`config.mk`:
```
export PLATFORM = sky130hd
export DESIGN_NAME = fifo_burst_reader
export DESIGN_NICKNAME = d
export VERILOG_FILES = /design/src/rtl/fifo_burst_reader_pkg.sv /design/src/rtl/fifo_burst_reader_unpacker.sv /design/src/rtl/fifo_burst_reader.sv
export SDC_FILE = /design/constraint.sdc
export NUM_CORES = 1
export LEC_CHECK = 0
export CELL_PAD_IN_SITES_DETAIL_PLACEMENT = 0
export CELL_PAD_IN_SITES_GLOBAL_PLACEMENT = 1
export CORE_MARGIN = 10
export CORE_UTILIZATION = 38
export CTS_CLUSTER_DIAMETER = 100
export DETAILED_ROUTE_END_ITERATION = 16
export PLACE_DENSITY = 0.95
export SLEW_MARGIN = 30
export SYNTH_ARGS = -nofsm -noshare
export SYNTH_HDL_FRONTEND = slang
export SYNTH_SLANG_ARGS = --single-unit
```
`constraint.sdc`:
```
create_clock -name clk -period 3.6 [get_ports clk]
set_input_delay 0.36 -clock clk [delete_from_list [all_inputs] [get_ports clk]]
set_output_delay 0.36 -clock clk [all_outputs]
set_load 0.01 [all_outputs]
```
`src/rtl/fifo_burst_reader_pkg.sv`:
```
// Shared types for fifo_burst_reader: FSM state encoding, byte-select constants and
// the word-to-byte selection helper used by the unpacker.
package fifo_burst_reader_pkg;

  typedef enum logic [2:0] {
    ST_IDLE    = 3'd0,
    ST_READ    = 3'd1,
    ST_CAPTURE = 3'd2,
    ST_SEND0   = 3'd3,
    ST_SEND1   = 3'd4,
    ST_DONE    = 3'd5
  } state_t;

  localparam logic SEL_FIRST  = 1'b0;
  localparam logic SEL_SECOND = 1'b1;

  // Returns the byte of word sent in phase sel, honouring the byte order.
  function automatic logic [7:0] pick_byte(input logic [15:0] word,
                                           input logic        lsb_first,
                                           input logic        sel);
    logic take_high;
    take_high = sel ^ ~lsb_first;
    if (take_high) begin
      return word[15:8];
    end else begin
      return word[7:0];
    end
  endfunction

endpackage

```
`src/rtl/fifo_burst_reader_unpacker.sv`:
```
// fifo_word_unpacker: selects the first or second byte of a captured 16-bit word.
module fifo_word_unpacker
  import fifo_burst_reader_pkg::*;
#(
  parameter int pLSB_FIRST = 1
) (
  input  logic [15:0] word,
  input  logic        byte_sel,
  output logic [7:0]  byte_out
);

  localparam logic LSB_FIRST = (pLSB_FIRST != 0);

  always_comb begin
    byte_out = pick_byte(word, LSB_FIRST, byte_sel);
  end

endmodule

```
`src/rtl/fifo_burst_reader.sv`:
```
// fifo_burst_reader: drains burst_len words from a non-FWFT fifo_sync and emits them as a
// valid/ready byte stream. Build macro FIFO_BURST_READER_STATS_EN enables the words_total counter.
module fifo_burst_reader
  import fifo_burst_reader_pkg::*;
#(
  parameter int pDATA_WIDTH  = 16,
  parameter int pBURST_WIDTH = 16,
  parameter int pLSB_FIRST   = 1
) (
  input  logic                    clk,
  input  logic                    reset,
  input  logic                    start,
  input  logic [pBURST_WIDTH-1:0] burst_len,
  output logic                    busy,
  output logic                    done,
  output logic                    error,
  output logic                    fifo_ren,
  input  logic [pDATA_WIDTH-1:0]  fifo_rdata,
  input  logic                    fifo_empty,
  input  logic                    fifo_underflow,
  output logic [7:0]              out_data,
  output logic                    out_valid,
  input  logic                    out_ready,
  output logic                    out_last,
  output logic [31:0]             words_total
);

  localparam logic [pBURST_WIDTH-1:0] REM_ZERO = {pBURST_WIDTH{1'b0}};
  localparam logic [pBURST_WIDTH-1:0] REM_ONE  = {{(pBURST_WIDTH-1){1'b0}}, 1'b1};

  state_t                  state_q, state_d;
  logic [pDATA_WIDTH-1:0]  word_q, word_d;
  logic [pBURST_WIDTH-1:0] rem_q, rem_d;
  logic                    error_q, error_d;
  logic                    busy_q, busy_d;
  logic                    done_q, done_d;
  logic                    out_valid_q, out_valid_d;
  logic                    out_last_q, out_last_d;
  logic [7:0]              out_data_q, out_data_d;
  logic [7:0]              next_byte;
  logic                    sel_d;

  // Outputs are registered from the next state so they line up with state_q.
  assign sel_d = (state_d == ST_SEND1) ? SEL_SECOND : SEL_FIRST;

  fifo_word_unpacker #(
    .pLSB_FIRST (pLSB_FIRST)
  ) u_unpacker (
    .word     (word_d),
    .byte_sel (sel_d),
    .byte_out (next_byte)
  );

  // State and datapath registers
  always_ff @(posedge clk) begin
    if (reset) begin
      state_q     <= ST_IDLE;
      word_q      <= {pDATA_WIDTH{1'b0}};
      rem_q       <= REM_ZERO;
      error_q     <= 1'b0;
      busy_q      <= 1'b0;
      done_q      <= 1'b0;
      out_valid_q <= 1'b0;
      out_last_q  <= 1'b0;
      out_data_q  <= 8'h00;
    end else begin
      state_q     <= state_d;
      word_q      <= word_d;
      rem_q       <= rem_d;
      error_q     <= error_d;
      busy_q      <= busy_d;
      done_q      <= done_d;
      out_valid_q <= out_valid_d;
      out_last_q  <= out_last_d;
      out_data_q  <= out_data_d;
    end
  end

  // Next-state logic; start is only honoured in IDLE
  always_comb begin
    state_d = state_q;
    word_d  = word_q;
    rem_d   = rem_q;
    if (busy_q && fifo_underflow) begin
      error_d = 1'b1;
    end else begin
      error_d = error_q;
    end
    case (state_q)
      ST_IDLE: begin
        if (start) begin
          rem_d   = burst_len;
          error_d = 1'b0;
          if (burst_len != REM_ZERO) begin
            state_d = ST_READ;
          end else begin
            state_d = ST_DONE;
          end
        end else begin
          state_d = ST_IDLE;
        end
      end
      ST_READ: begin
        if (!fifo_empty) begin
          state_d = ST_CAPTURE;
        end else begin
          state_d = ST_READ;
        end
      end
      ST_CAPTURE: begin
        word_d  = fifo_rdata;
        rem_d   = rem_q - REM_ONE;
        state_d = ST_SEND0;
      end
      ST_SEND0: begin
        if (out_ready) begin
          state_d = ST_SEND1;
        end else begin
          state_d = ST_SEND0;
        end
      end
      ST_SEND1: begin
        if (out_ready) begin
          state_d = (rem_q != REM_ZERO) ? ST_READ : ST_DONE;
        end else begin
          state_d = ST_SEND1;
        end
      end
      ST_DONE: begin
        state_d = ST_IDLE;
      end
      default: begin
        state_d = ST_IDLE;
      end
    endcase
  end

  // Output decode; fifo_ren is the only combinational output
  always_comb begin
    fifo_ren    = (state_q == ST_READ) && !fifo_empty;
    busy_d      = (state_d inside {ST_READ, ST_CAPTURE, ST_SEND0, ST_SEND1});
    done_d      = (state_d == ST_DONE);
    out_valid_d = (state_d == ST_SEND0) || (state_d == ST_SEND1);
    out_last_d  = (state_d == ST_SEND1) && (rem_d == REM_ZERO);
    if (out_valid_d) begin
      out_data_d = next_byte;
    end else begin
      out_data_d = out_data_q;
    end
  end

  assign busy      = busy_q;
  assign done      = done_q;
  assign error     = error_q;
  assign out_valid = out_valid_q;
  assign out_last  = out_last_q;
  assign out_data  = out_data_q;

`ifdef FIFO_BURST_READER_STATS_EN
  logic [31:0] words_total_q, words_total_d;

  // Saturating count of captured words, cleared only by reset
  always_comb begin
    if ((state_q == ST_CAPTURE) && (words_total_q != 32'hFFFF_FFFF)) begin
      words_total_d = words_total_q + 32'd1;
    end else begin
      words_total_d = words_total_q;
    end
  end

  // Statistics register
  always_ff @(posedge clk) begin
    if (reset) begin
      words_total_q <= 32'd0;
    end else begin
      words_total_q <= words_total_d;
    end
  end

  assign words_total = words_total_q;
`else
  assign words_total = 32'd0;
`endif

endmodule
```
Word level (Yosys, flattened, before mapping)
Cells that the tools add are included.

Logic and storage cells: 44. Input port bits: 38. Output and inout port bits: 46. Bits in registers: 48.

Reduce and logical (&&, ||, !) cells: 10. Add/sub/neg operators: 1. Equal/unequal tests: 9. Multiplexer cells: 15.

Operator list (number): $mux 16 (2); $pmux 16 s2 (1); $reduce_bool 16->1 (2); $logic_not 16->1 (1); $sub 16x1->16 const B (1); $mux 3 (5); $pmux 3 s5 (1); $eq 3x2->1 const B (4); $eq 3x3->1 const B (3); $mux 8 (1); $eq 3x1->1 const B (2); $mux 1 (4); $reduce_bool 4->1 (1); $logic_and 1x1->1 (3); $logic_not 3->1 (1); $mux 2 (1); $logic_not 1->1 (1); $logic_or 1x1->1 (1).

Logic depth before layout (Yosys ltp)
Gate-level depths: netlist of run 1.

Word-level depth: 7. Gate-level depth with buffers: 9. Mapped depth without buffers: 8.

Modules after synthesis
Synthesis of run 1 repeated with hierarchy kept, for this count alone.

Cell total of the unflattened synthesis: 357. Area total of the unflattened synthesis: 2857.7 um^2.

By module, submodules not included: fifo_burst_reader (seq. area each 960.9 um^2, area each 2726.4 um^2, times used 1, cells each 348); fifo_word_unpacker (seq. area each 0.0 um^2, area each 131.4 um^2, times used 1, cells each 9).

Least setup slack after synthesis of run 1
Ideal clock, no wire load.

Path type: reg-to-reg. Start: reg rem_q[0]. End: reg out_data_q[1], in the netlist out_data[1]. Slack: 1.530 ns. Required time: 3.479 ns. Arrival: 1.948 ns. Setup time: 0.121 ns. Cell stages (with the launch flop): 10. Clock period less this slack: 2.070 ns. Cells stage by stage: dfxtp_1 > inv_1 > ha_1 > nor3b_4 > nand4_1 > a21oi_2 > o22ai_2 > or2_4 > buf_6 > mux2_4.

Longest elaborated chain between the ends: 7.

RTL lines: start, declared (line fifo_burst_reader.sv:33) `logic [pBURST_WIDTH-1:0] rem_q, rem_d;`; start signal, assigned (line fifo_burst_reader.sv:69) `rem_q <= rem_d;`; $reduce_bool 16->1 * (line fifo_burst_reader.sv:124) `state_d = (rem_q != REM_ZERO) ? ST_READ : ST_DONE;`; $mux 3 * (line fifo_burst_reader.sv:124); $mux 3 * (line fifo_burst_reader.sv:123) `if (out_ready) begin`; $pmux 3 s5 * (line fifo_burst_reader.sv:89) `case (state_q)`; $eq 3x3->1 (line fifo_burst_reader.sv:44, fifo_burst_reader.sv:143); $mux 1 (line fifo_burst_reader.sv:44) `assign sel_d = (state_d == ST_SEND1) ? SEL_SECOND : SEL_FIRST;`; $mux 8 (line fifo_burst_reader_pkg.sv:23) `if (take_high) begin`; end signal, assigned (line fifo_burst_reader.sv:75) `out_data_q <= out_data_d;`; end, declared (line fifo_burst_reader.sv:39) `logic [7:0] out_data_q, out_data_d;`.

Mark *: on every way between the ends. The rest lies on a longest branch, timed or not. A chain may end at the register's enable or synchronous reset.

Worst setup path in the final report of run 1
Start: reg state_q[1]. End: reg out_data_q[0], in the netlist out_data[0].

Longest elaborated chain between the ends: 5.

RTL lines: start, declared (line fifo_burst_reader.sv:31) `state_t state_q, state_d;`; start signal, assigned (line fifo_burst_reader.sv:67) `state_q <= state_d;`; $eq 3x3->1 (tied with other cells) (line fifo_burst_reader.sv:89); $pmux 3 s5 (line fifo_burst_reader.sv:89); $eq 3x3->1 (line fifo_burst_reader.sv:44, fifo_burst_reader.sv:143); $mux 1 (line fifo_burst_reader.sv:44); $mux 8 (line fifo_burst_reader_pkg.sv:23).

Parallel ways exist; a longest one is shown, timed or not.

==> results of run 1 <==
==> how the worst max path moves through the flow <==
stage	start	to	slack, ps	cells after the start
after global placement	start	out_data[6]$_SDFFE_PP0P_	960	7
final	state_q[1]$_SDFF_PP0_	out_data[0]$_SDFFE_PP0P_	930	5
after CTS	state_q[1]$_SDFF_PP0_	out_last$_SDFF_PP0_	1000	6
after floorplan	rem_q[0]$_SDFF_PP0_	out_data[1]$_SDFFE_PP0P_	1530	9
after global routing	state_q[1]$_SDFF_PP0_	out_last$_SDFF_PP0_	750	6
after detailed placement	start	out_data[3]$_SDFFE_PP0P_	880	7
==> stage by stage <==
step / instances / utilization (%) / power (mW)
6_report: 481 / 46.71 / 1.451
4_1_cts: 481 / 46.71 / 1.452
2_1_floorplan: 373 / - / 0.9312
3_3_place_gp: 473 / 44.99 / 1.028
5_1_grt: 481 / 46.71 / 1.523
3_5_place_dp: 473 / 44.99 / 1.033
==> Yosys cell counts (2+ instances only) <==
| cell | count | area share, % |
|---|---|---|
| sky130_fd_sc_hd__dfxtp_1 | 48 | 33 |
| sky130_fd_sc_hd__o221ai_1 | 6 | 1.8 |
| sky130_fd_sc_hd__nand4b_1 | 2 | 0.60 |
| sky130_fd_sc_hd__nor4_4 | 3 | 2.2 |
| sky130_fd_sc_hd__o211ai_1 | 2 | 0.51 |
| sky130_fd_sc_hd__mux2_2 | 3 | 1.2 |
| sky130_fd_sc_hd__nand2_1 | 34 | 4.4 |
| sky130_fd_sc_hd__nand3_1 | 3 | 0.51 |
| sky130_fd_sc_hd__o21ai_0 | 7 | 1.2 |
| sky130_fd_sc_hd__nand2b_1 | 4 | 0.85 |
| sky130_fd_sc_hd__nor4_1 | 4 | 0.85 |
| sky130_fd_sc_hd__a211oi_1 | 8 | 2.0 |
| sky130_fd_sc_hd__nor3_1 | 9 | 1.5 |
| sky130_fd_sc_hd__buf_4 | 32 | 8.2 |
| sky130_fd_sc_hd__nor2b_1 | 7 | 1.5 |
| sky130_fd_sc_hd__a211o_1 | 2 | 0.60 |
| sky130_fd_sc_hd__nor2_1 | 46 | 5.9 |
| sky130_fd_sc_hd__mux2_4 | 7 | 3.6 |
| sky130_fd_sc_hd__nor4b_1 | 2 | 0.60 |
| sky130_fd_sc_hd__nand4_1 | 6 | 1.3 |
| sky130_fd_sc_hd__and4_2 | 2 | 0.68 |
| sky130_fd_sc_hd__buf_2 | 5 | 0.85 |
| sky130_fd_sc_hd__o22ai_1 | 5 | 1.1 |
| sky130_fd_sc_hd__and3_1 | 4 | 0.85 |
| sky130_fd_sc_hd__a21oi_1 | 22 | 3.8 |
| sky130_fd_sc_hd__inv_1 | 6 | 0.77 |
| sky130_fd_sc_hd__buf_6 | 3 | 1.2 |
| sky130_fd_sc_hd__mux2i_1 | 10 | 3.4 |
| sky130_fd_sc_hd__clkbuf_8 | 5 | 2.3 |
| sky130_fd_sc_hd__clkbuf_1 | 7 | 0.90 |
==> final cells by class <==
| class | count | share of cell area [%] |
|---|---|---|
| flip-flops and latches | 48 | 27.92 |
| inverters | 6 | 0.6543 |
| clock buffers | 7 | 2.799 |
| clock inverters | 1 | 0.8724 |
| multi-input cells | 265 | 48.46 |
| repair buffers | 55 | 15.70 |
| well taps | 99 | 3.599 |
==> logic make-up after synthesis <==
family / count (synthesis)
other: 1
and+or+nand+nor: 140
adders and majority gates: 1
AOI/OAI and AO/OA: 72
muxes: 20
buffers and inverters: 60
DFF: 48
==> routing by layer <==
layer	global-route usage, %	up-vias	share of wire [%]
met4	6.298	0	2.6
met3	3.593	17	8.1
met1	15.79	1134	43
li1	-	1237	-
met2	21.29	110	46
met5	0	-	0
==> worst register-to-register path, cell delays in order, from the launching register on <==
cell	delay [ps]
sky130_fd_sc_hd__dfxtp_1	940
sky130_fd_sc_hd__nor3b_4	590
sky130_fd_sc_hd__buf_4	350
sky130_fd_sc_hd__mux2i_1	280
sky130_fd_sc_hd__a211oi_1	120
sky130_fd_sc_hd__mux2_2	280
==> where the power goes <==
group	switching, mW	internal, mW
logic	0.206	0.184
registers	0.0662	0.572
clock network	0.178	0.245
total	0.450	1.00
==> sequential cells by signal, indices dropped and copies added, names as in the netlist <==
| signal | flops |
|---|---|
| busy | 1 |
| done | 1 |
| error | 1 |
| out_data | 8 |
| out_last | 1 |
| out_valid | 1 |
| rem_q | 16 |
| state_q | 3 |
| word_q | 16 |
==> cell usage in the layout (no fill, tap or decap), drive strengths merged, types with 5 or more instances in the layout <==
cell type / synthesis / routed
nand2: 34 / 34
nand2b: 5 / 5
a211oi: 8 / 8
a21oi: 23 / 23
nand4: 6 / 6
dfxtp: 48 / 48
inv: 6 / 6
o22ai: 6 / 6
conb: 1 / 32
nor2b: 7 / 7
clkdlybuf4s50: 0 / 51
mux2i: 10 / 10
nor4: 8 / 8
o21ai: 9 / 9
nor3: 9 / 9
mux2: 10 / 10
nor2: 47 / 47
clkbuf: 13 / 7
o221ai: 6 / 6
==> flow_results.xml, run 1 <==
<?xml version="1.0" encoding="UTF-8"?>
<metrics>
  <group name="clock_tree">
    <metric name="cts_post_setup_buffers_inserted" unit="">0</metric>
    <metric name="htreeDepth" unit="">2</metric>
    <metric name="tritoncts" unit="">yes</metric>
    <metric name="ctsLongestPathBuffers" unit="">2</metric>
    <metric name="cts_repair_resize_count" unit="">0</metric>
    <metric name="tritoncts.num_buffers" unit="">5</metric>
    <metric name="cts.sinks" unit="">48</metric>
    <metric name="ctsRootBufferMaster" unit="">sky130_fd_sc_hd__clkbuf_8</metric>
    <metric name="postCtsHoldBufs" unit="">0</metric>
    <metric name="clk_pin_slew" unit="ps">90</metric>
    <metric name="worst_skew_pair.late_latency" unit="ps">300</metric>
  </group>
  <group name="min_path">
    <metric name="timing.hold.worst.start" unit="">word_q[11]$_SDFF_PP0_</metric>
    <metric name="worst_hold_check_path_type" unit="">flop to flop</metric>
    <metric name="worst_hold_path.num_cells" unit="">2</metric>
    <metric name="min_to" unit="">word_q[11]$_SDFF_PP0_</metric>
  </group>
  <group name="setup_path">
    <metric name="worstPathArrival" unit="ps">2860</metric>
    <metric name="criticalPathCategory" unit="">flop to flop</metric>
    <metric name="path_max_fanout" unit="">26</metric>
    <metric name="cp_num_buf_inv" unit="">1</metric>
    <metric name="path_cells" unit="">nor3b_4, buf_4, mux2i_1, a211oi_1, mux2_2</metric>
    <metric name="required_time_at_the_worst_slack_endpoint" unit="ps">3790</metric>
    <metric name="critical-path-slowest-cell" unit="">sky130_fd_sc_hd__dfxtp_1</metric>
    <metric name="worstSetupEndpointType" unit="">flop</metric>
    <metric name="rr_endpoint" unit="">out_data[0]$_SDFFE_PP0P_</metric>
    <metric name="worst_path_largest_cell_delay" unit="ps">940</metric>
    <metric name="start_kind" unit="">flop</metric>
    <metric name="critPathTopFamily" unit="">flip-flops</metric>
    <metric name="source_of_the_worst_register_to_register_timing_path" unit="">state_q[1]$_SDFF_PP0_</metric>
    <metric name="ff2ff_setup_slack" unit="ps">930</metric>
    <metric name="r2r.worst_path.cells" unit="">5</metric>
  </group>
  <group name="cells_and_area">
    <metric name="nets" unit="">420</metric>
    <metric name="fin_area" unit="mm²">0.003442</metric>
    <metric name="area.sequential" unit="µm²">960.9</metric>
    <metric name="nFillCells" unit="">734</metric>
    <metric name="antennaDiodeCount" unit="">0</metric>
    <metric name="area_growth_syn_to_layout" unit="%">17.41</metric>
    <metric name="post_route_cells_drive_above_1_share" unit="%">11.26</metric>
    <metric name="multi_input_area" unit="mm²">0.001668</metric>
  </group>
  <group name="logic_synthesis">
    <metric name="yosys_warning_count" unit="">0</metric>
    <metric name="share_of_synthesized_cell_area_in_full_adder_half_adder_and_majority_cells" unit="%">0.4268</metric>
    <metric name="muxShareOfSynthArea" unit="%">8.152</metric>
    <metric name="postSynth.topFlopCell" unit="">sky130_fd_sc_hd__dfxtp_1</metric>
    <metric name="number_of_flops_mapped_to_enable_cells_by_yosys" unit="">0</metric>
    <metric name="synth_xor_xnor_area_share" unit="%">0</metric>
    <metric name="synthArstFlopShare" unit="%">0</metric>
    <metric name="synth_compound_gate_area_share" unit="%">17.20</metric>
    <metric name="dominant_combinational_cell_family_by_area_after_synthesis" unit="">simple AND/OR/NAND/NOR gates</metric>
    <metric name="synth_cell_types" unit="">68</metric>
    <metric name="synthesis.area" unit="mm²">0.002932</metric>
    <metric name="postSynthCellCount" unit="">342</metric>
    <metric name="synthesis.area_per_instance" unit="µm²">8.572</metric>
    <metric name="synth.ff_latch_count" unit="">48</metric>
    <metric name="synth_sequential_area_ratio" unit="%">32.78</metric>
    <metric name="synthSimpleGateAreaFrac" unit="%">26.80</metric>
  </group>
  <group name="global_routing">
    <metric name="largest_net_degree_at_the_start_of_global_routing" unit="">37</metric>
    <metric name="grt_antenna_before_repair" unit="">0</metric>
    <metric name="first_global_vias" unit="">2545</metric>
    <metric name="grt-ovfl-total" unit="">0</metric>
    <metric name="wire_length_of_the_first_global_routing_pass" unit="µm">12540</metric>
    <metric name="global_route.usage.total" unit="%">13.18</metric>
  </group>
  <group name="die">
    <metric name="chipHeight" unit="µm">107.8</metric>
    <metric name="die_width" unit="µm">107.8</metric>
    <metric name="initial_utilization" unit="%">39.78</metric>
    <metric name="fp.dieArea" unit="mm²">0.01163</metric>
    <metric name="rows" unit="">31</metric>
    <metric name="placeableCoreArea" unit="mm²">0.007370</metric>
    <metric name="io-pin-count" unit="">84</metric>
  </group>
  <group name="route">
    <metric name="route.detailed.wl_per_inst" unit="µm">16.32</metric>
    <metric name="wl" unit="µm">7848</metric>
    <metric name="via_per_inst" unit="">5.193</metric>
    <metric name="detail_route.drc_violations" unit="">0</metric>
    <metric name="remaining_antenna_violation_count_after_routing" unit="">0</metric>
    <metric name="drt_pass1_iterations" unit="">4</metric>
    <metric name="drt_first_iter_violations" unit="">171</metric>
    <metric name="via_count" unit="">2498</metric>
  </group>
  <group name="flow_run">
    <metric name="cap_viol_max_count" unit="">0</metric>
  </group>
  <group name="place">
    <metric name="post_place_setup_slack" unit="ps">875.2</metric>
    <metric name="routability_congestion_estimate" unit="">0.9878</metric>
    <metric name="place_area" unit="mm²">0.003316</metric>
    <metric name="port-buffer-count" unit="">51</metric>
    <metric name="hpwl_reported_at_the_end_of_detailed_placement" unit="µm">6043</metric>
  </group>
  <group name="timing">
    <metric name="setup_viol" unit="">0</metric>
    <metric name="timing.hold.ws" unit="ps">470.0</metric>
    <metric name="tightest_slew" unit="ps">933.8</metric>
    <metric name="max_freq" unit="GHz">0.3752</metric>
    <metric name="slew_viol_final" unit="">0</metric>
    <metric name="post-route-min-period" unit="ps">2665</metric>
    <metric name="rsz0062_at_grt" unit="">no</metric>
    <metric name="final.setup.tns" unit="ps">0</metric>
    <metric name="finalHoldViolCount" unit="">0</metric>
    <metric name="min_period_over_period" unit="%">74.04</metric>
    <metric name="slew_headroom" unit="%">37.66</metric>
    <metric name="max_clock_skew" unit="ps">7.257</metric>
    <metric name="finalWorstSetupSlack" unit="ps">934.5</metric>
  </group>
  <group name="power_and_ir_drop">
    <metric name="static-leakage-power" unit="nW">1.300</metric>
    <metric name="worst_ir_drop_vdd" unit="mV">0.2009</metric>
    <metric name="pwr_density_cell" unit="mW/mm²">421.5</metric>
  </group>
  <group name="run_status">
    <metric name="status" unit="">finished, final reports clean</metric>
  </group>
</metrics>
(Power assumes the default switching activity.)
==> run 2: changes to the inputs <==
- CORE_UTILIZATION: 38 -> 32
- PLACE_DENSITY: 0.95 -> 0.88
- clock period: 3.6 -> 2.2 ns (I/O delays scaled with it)
==> flow_results.xml, run 2 (same netlist as run 1, synthesis figures left out) <==
<?xml version="1.0" encoding="UTF-8"?>
<metrics>
  <group name="timing">
    <metric name="slew_viol_final" unit="">0</metric>
    <metric name="min_period_over_period" unit="%">96.76</metric>
    <metric name="rsz0062_at_grt" unit="">yes</metric>
    <metric name="final.setup.tns" unit="ps">0</metric>
    <metric name="setup_viol" unit="">0</metric>
    <metric name="finalWorstSetupSlack" unit="ps">71.34</metric>
    <metric name="max_clock_skew" unit="ps">6.624</metric>
    <metric name="post-route-min-period" unit="ps">2129</metric>
    <metric name="max_freq" unit="GHz">0.4698</metric>
    <metric name="finalHoldViolCount" unit="">0</metric>
    <metric name="timing.hold.ws" unit="ps">465.0</metric>
  </group>
  <group name="place">
    <metric name="place_area" unit="mm²">0.003630</metric>
    <metric name="post_place_setup_slack" unit="ps">-119.4</metric>
    <metric name="hpwl_reported_at_the_end_of_detailed_placement" unit="µm">6582</metric>
    <metric name="routability_congestion_estimate" unit="">0.8484</metric>
    <metric name="dp.cells" unit="">519</metric>
    <metric name="port-buffer-count" unit="">51</metric>
  </group>
  <group name="min_path">
    <metric name="timing.hold.worst.start" unit="">fifo_rdata[15]</metric>
    <metric name="worst_hold_check_path_type" unit="">input port to flop</metric>
  </group>
  <group name="flow_run">
    <metric name="cap_viol_max_count" unit="">0</metric>
  </group>
  <group name="route">
    <metric name="route.detailed.wl_per_inst" unit="µm">16.31</metric>
    <metric name="detail_route.drc_violations" unit="">0</metric>
    <metric name="via_per_inst" unit="">5.085</metric>
    <metric name="drt_first_iter_violations" unit="">119</metric>
    <metric name="drt_pass1_iterations" unit="">7</metric>
    <metric name="remaining_antenna_violation_count_after_routing" unit="">0</metric>
    <metric name="wl" unit="µm">8660</metric>
    <metric name="via_count" unit="">2700</metric>
  </group>
  <group name="power_and_ir_drop">
    <metric name="static-leakage-power" unit="nW">1.506</metric>
    <metric name="worst_ir_drop_vdd" unit="mV">0.2915</metric>
    <metric name="pwr_density_cell" unit="mW/mm²">655.5</metric>
  </group>
  <group name="cells_and_area">
    <metric name="instances_no_fill" unit="">531</metric>
    <metric name="commonest_cells_after_routing_fill_and_taps_aside" unit="">sky130_fd_sc_hd__clkdlybuf4s50_1 (51), sky130_fd_sc_hd__nor2_1 (46), sky130_fd_sc_hd__dfxtp_1 (46)</metric>
    <metric name="nets" unit="">461</metric>
    <metric name="layout_commonest_cell" unit="">sky130_fd_sc_hd__clkdlybuf4s50_1</metric>
    <metric name="fin_area" unit="mm²">0.003812</metric>
    <metric name="post_route_cells_drive_above_1_share" unit="%">21.51</metric>
    <metric name="area_growth_syn_to_layout" unit="%">30.05</metric>
    <metric name="antennaDiodeCount" unit="">0</metric>
  </group>
  <group name="global_routing">
    <metric name="wire_length_of_the_first_global_routing_pass" unit="µm">13240</metric>
    <metric name="first_global_vias" unit="">2627</metric>
    <metric name="grt_antenna_before_repair" unit="">0</metric>
    <metric name="global_route.usage.total" unit="%">12.27</metric>
    <metric name="grt-ovfl-total" unit="">0</metric>
    <metric name="largest_net_degree_at_the_start_of_global_routing" unit="">32</metric>
  </group>
  <group name="clock_tree">
    <metric name="htreeDepth" unit="">2</metric>
    <metric name="cts.sinks" unit="">48</metric>
    <metric name="clk_pin_slew" unit="ps">90</metric>
    <metric name="worst_skew_pair.late_latency" unit="ps">310</metric>
    <metric name="ctsRootBufferMaster" unit="">sky130_fd_sc_hd__clkbuf_8</metric>
    <metric name="postCtsHoldBufs" unit="">0</metric>
    <metric name="ctsLongestPathBuffers" unit="">2</metric>
    <metric name="tritoncts" unit="">yes</metric>
    <metric name="tritoncts.num_buffers" unit="">5</metric>
  </group>
  <group name="setup_path">
    <metric name="worst_path_largest_cell_delay" unit="ps">330</metric>
    <metric name="start_kind" unit="">flop</metric>
    <metric name="path_cells" unit="">inv_1, ha_4, nor3b_4, buf_4, buf_4, a211o_2, o2111a_1, nor4b_2, nand4_1, nor4_2</metric>
    <metric name="path_max_fanout" unit="">4</metric>
    <metric name="critical-path-top-cell-by-count" unit="">sky130_fd_sc_hd__buf_4</metric>
    <metric name="critical-path-slowest-cell" unit="">sky130_fd_sc_hd__dfxtp_1</metric>
    <metric name="critPathLaunch" unit="">rem_q[1]$_SDFF_PP0_</metric>
    <metric name="worstSetupEndpointType" unit="">flop</metric>
    <metric name="worstPathArrival" unit="ps">2350</metric>
    <metric name="source_of_the_worst_register_to_register_timing_path" unit="">rem_q[1]$_SDFF_PP0_</metric>
    <metric name="required_time_at_the_worst_slack_endpoint" unit="ps">2420</metric>
    <metric name="criticalPathCategory" unit="">flop to flop</metric>
  </group>
  <group name="run_status">
    <metric name="status" unit="">finished, final reports clean</metric>
  </group>
  <group name="die">
    <metric name="rows" unit="">34</metric>
    <metric name="chipHeight" unit="µm">115.7</metric>
    <metric name="placeableCoreArea" unit="mm²">0.008806</metric>
    <metric name="initial_utilization" unit="%">33.29</metric>
    <metric name="fp.dieArea" unit="mm²">0.01339</metric>
    <metric name="io-pin-count" unit="">84</metric>
    <metric name="die_width" unit="µm">115.7</metric>
  </group>
</metrics>
-- run 2: worst paths after layout --
path	slack [ps]	cells after the start	endpoint
setup / recovery	70	10	out_last$_SDFF_PP0_
hold / removal	460	3	word_q[15]$_SDFF_PP0_
setup reg to reg	70	10	out_last$_SDFF_PP0_
hold reg to reg	460	2	word_q[13]$_SDFF_PP0_
-- run 2: area by class of cell --
class | count | area (µm²)
Clock inverter | 3 | 46.29
Fill cell | 887 | 4994
Sequential cell | 48 | 963.4
Multi-Input combinational cell | 266 | 1710
Tap cell | 108 | 135.1
Clock buffer | 5 | 68.82
Timing Repair Buffer | 95 | 865.8
Inverter | 6 | 22.52
-- run 2: stage by stage --
step                util (%)  total power, mW
floorplan                  -            1.524
global placement       41.22            1.783
detailed placement     41.22            1.795
CTS                    42.55            2.464
global route           43.29            2.619
finish                 43.29            2.499
-- run 2: power breakdown --
part	internal, mW	switching (mW)
registers	0.936	0.0649
logic	0.413	0.412
clock network	0.343	0.331
total	1.69	0.807
-- run 2: per-layer routing --
metal / track usage (%) / vias to the layer above / routed length (µm)
met2: 20.52 / 118 / 4076
met1: 14.80 / 1249 / 3553
li1: - / 1316 / -
met5: 0 / - / 0
met4: 3.003 / 0 / 116
met3: 4.238 / 17 / 913
-- run 2: repair_timing --
item | CTS | global route
setup buffers | 0 | 3
gates cloned | 0 | 1
gates resized for setup | 2 | 7
setup endpoints to repair | 2 | 10
pin swaps | 1 | 8
-- run 2: critical path: cells and delay by family (launching register included) --
kind                     cells  cell delay (ps)
AND/OR/NAND/NOR              4              740
buffers and inverters        3              350
adder cells (fa/ha/maj)      1              170
flip-flops                   1              330
AO/OA/AOI/OAI                2              430
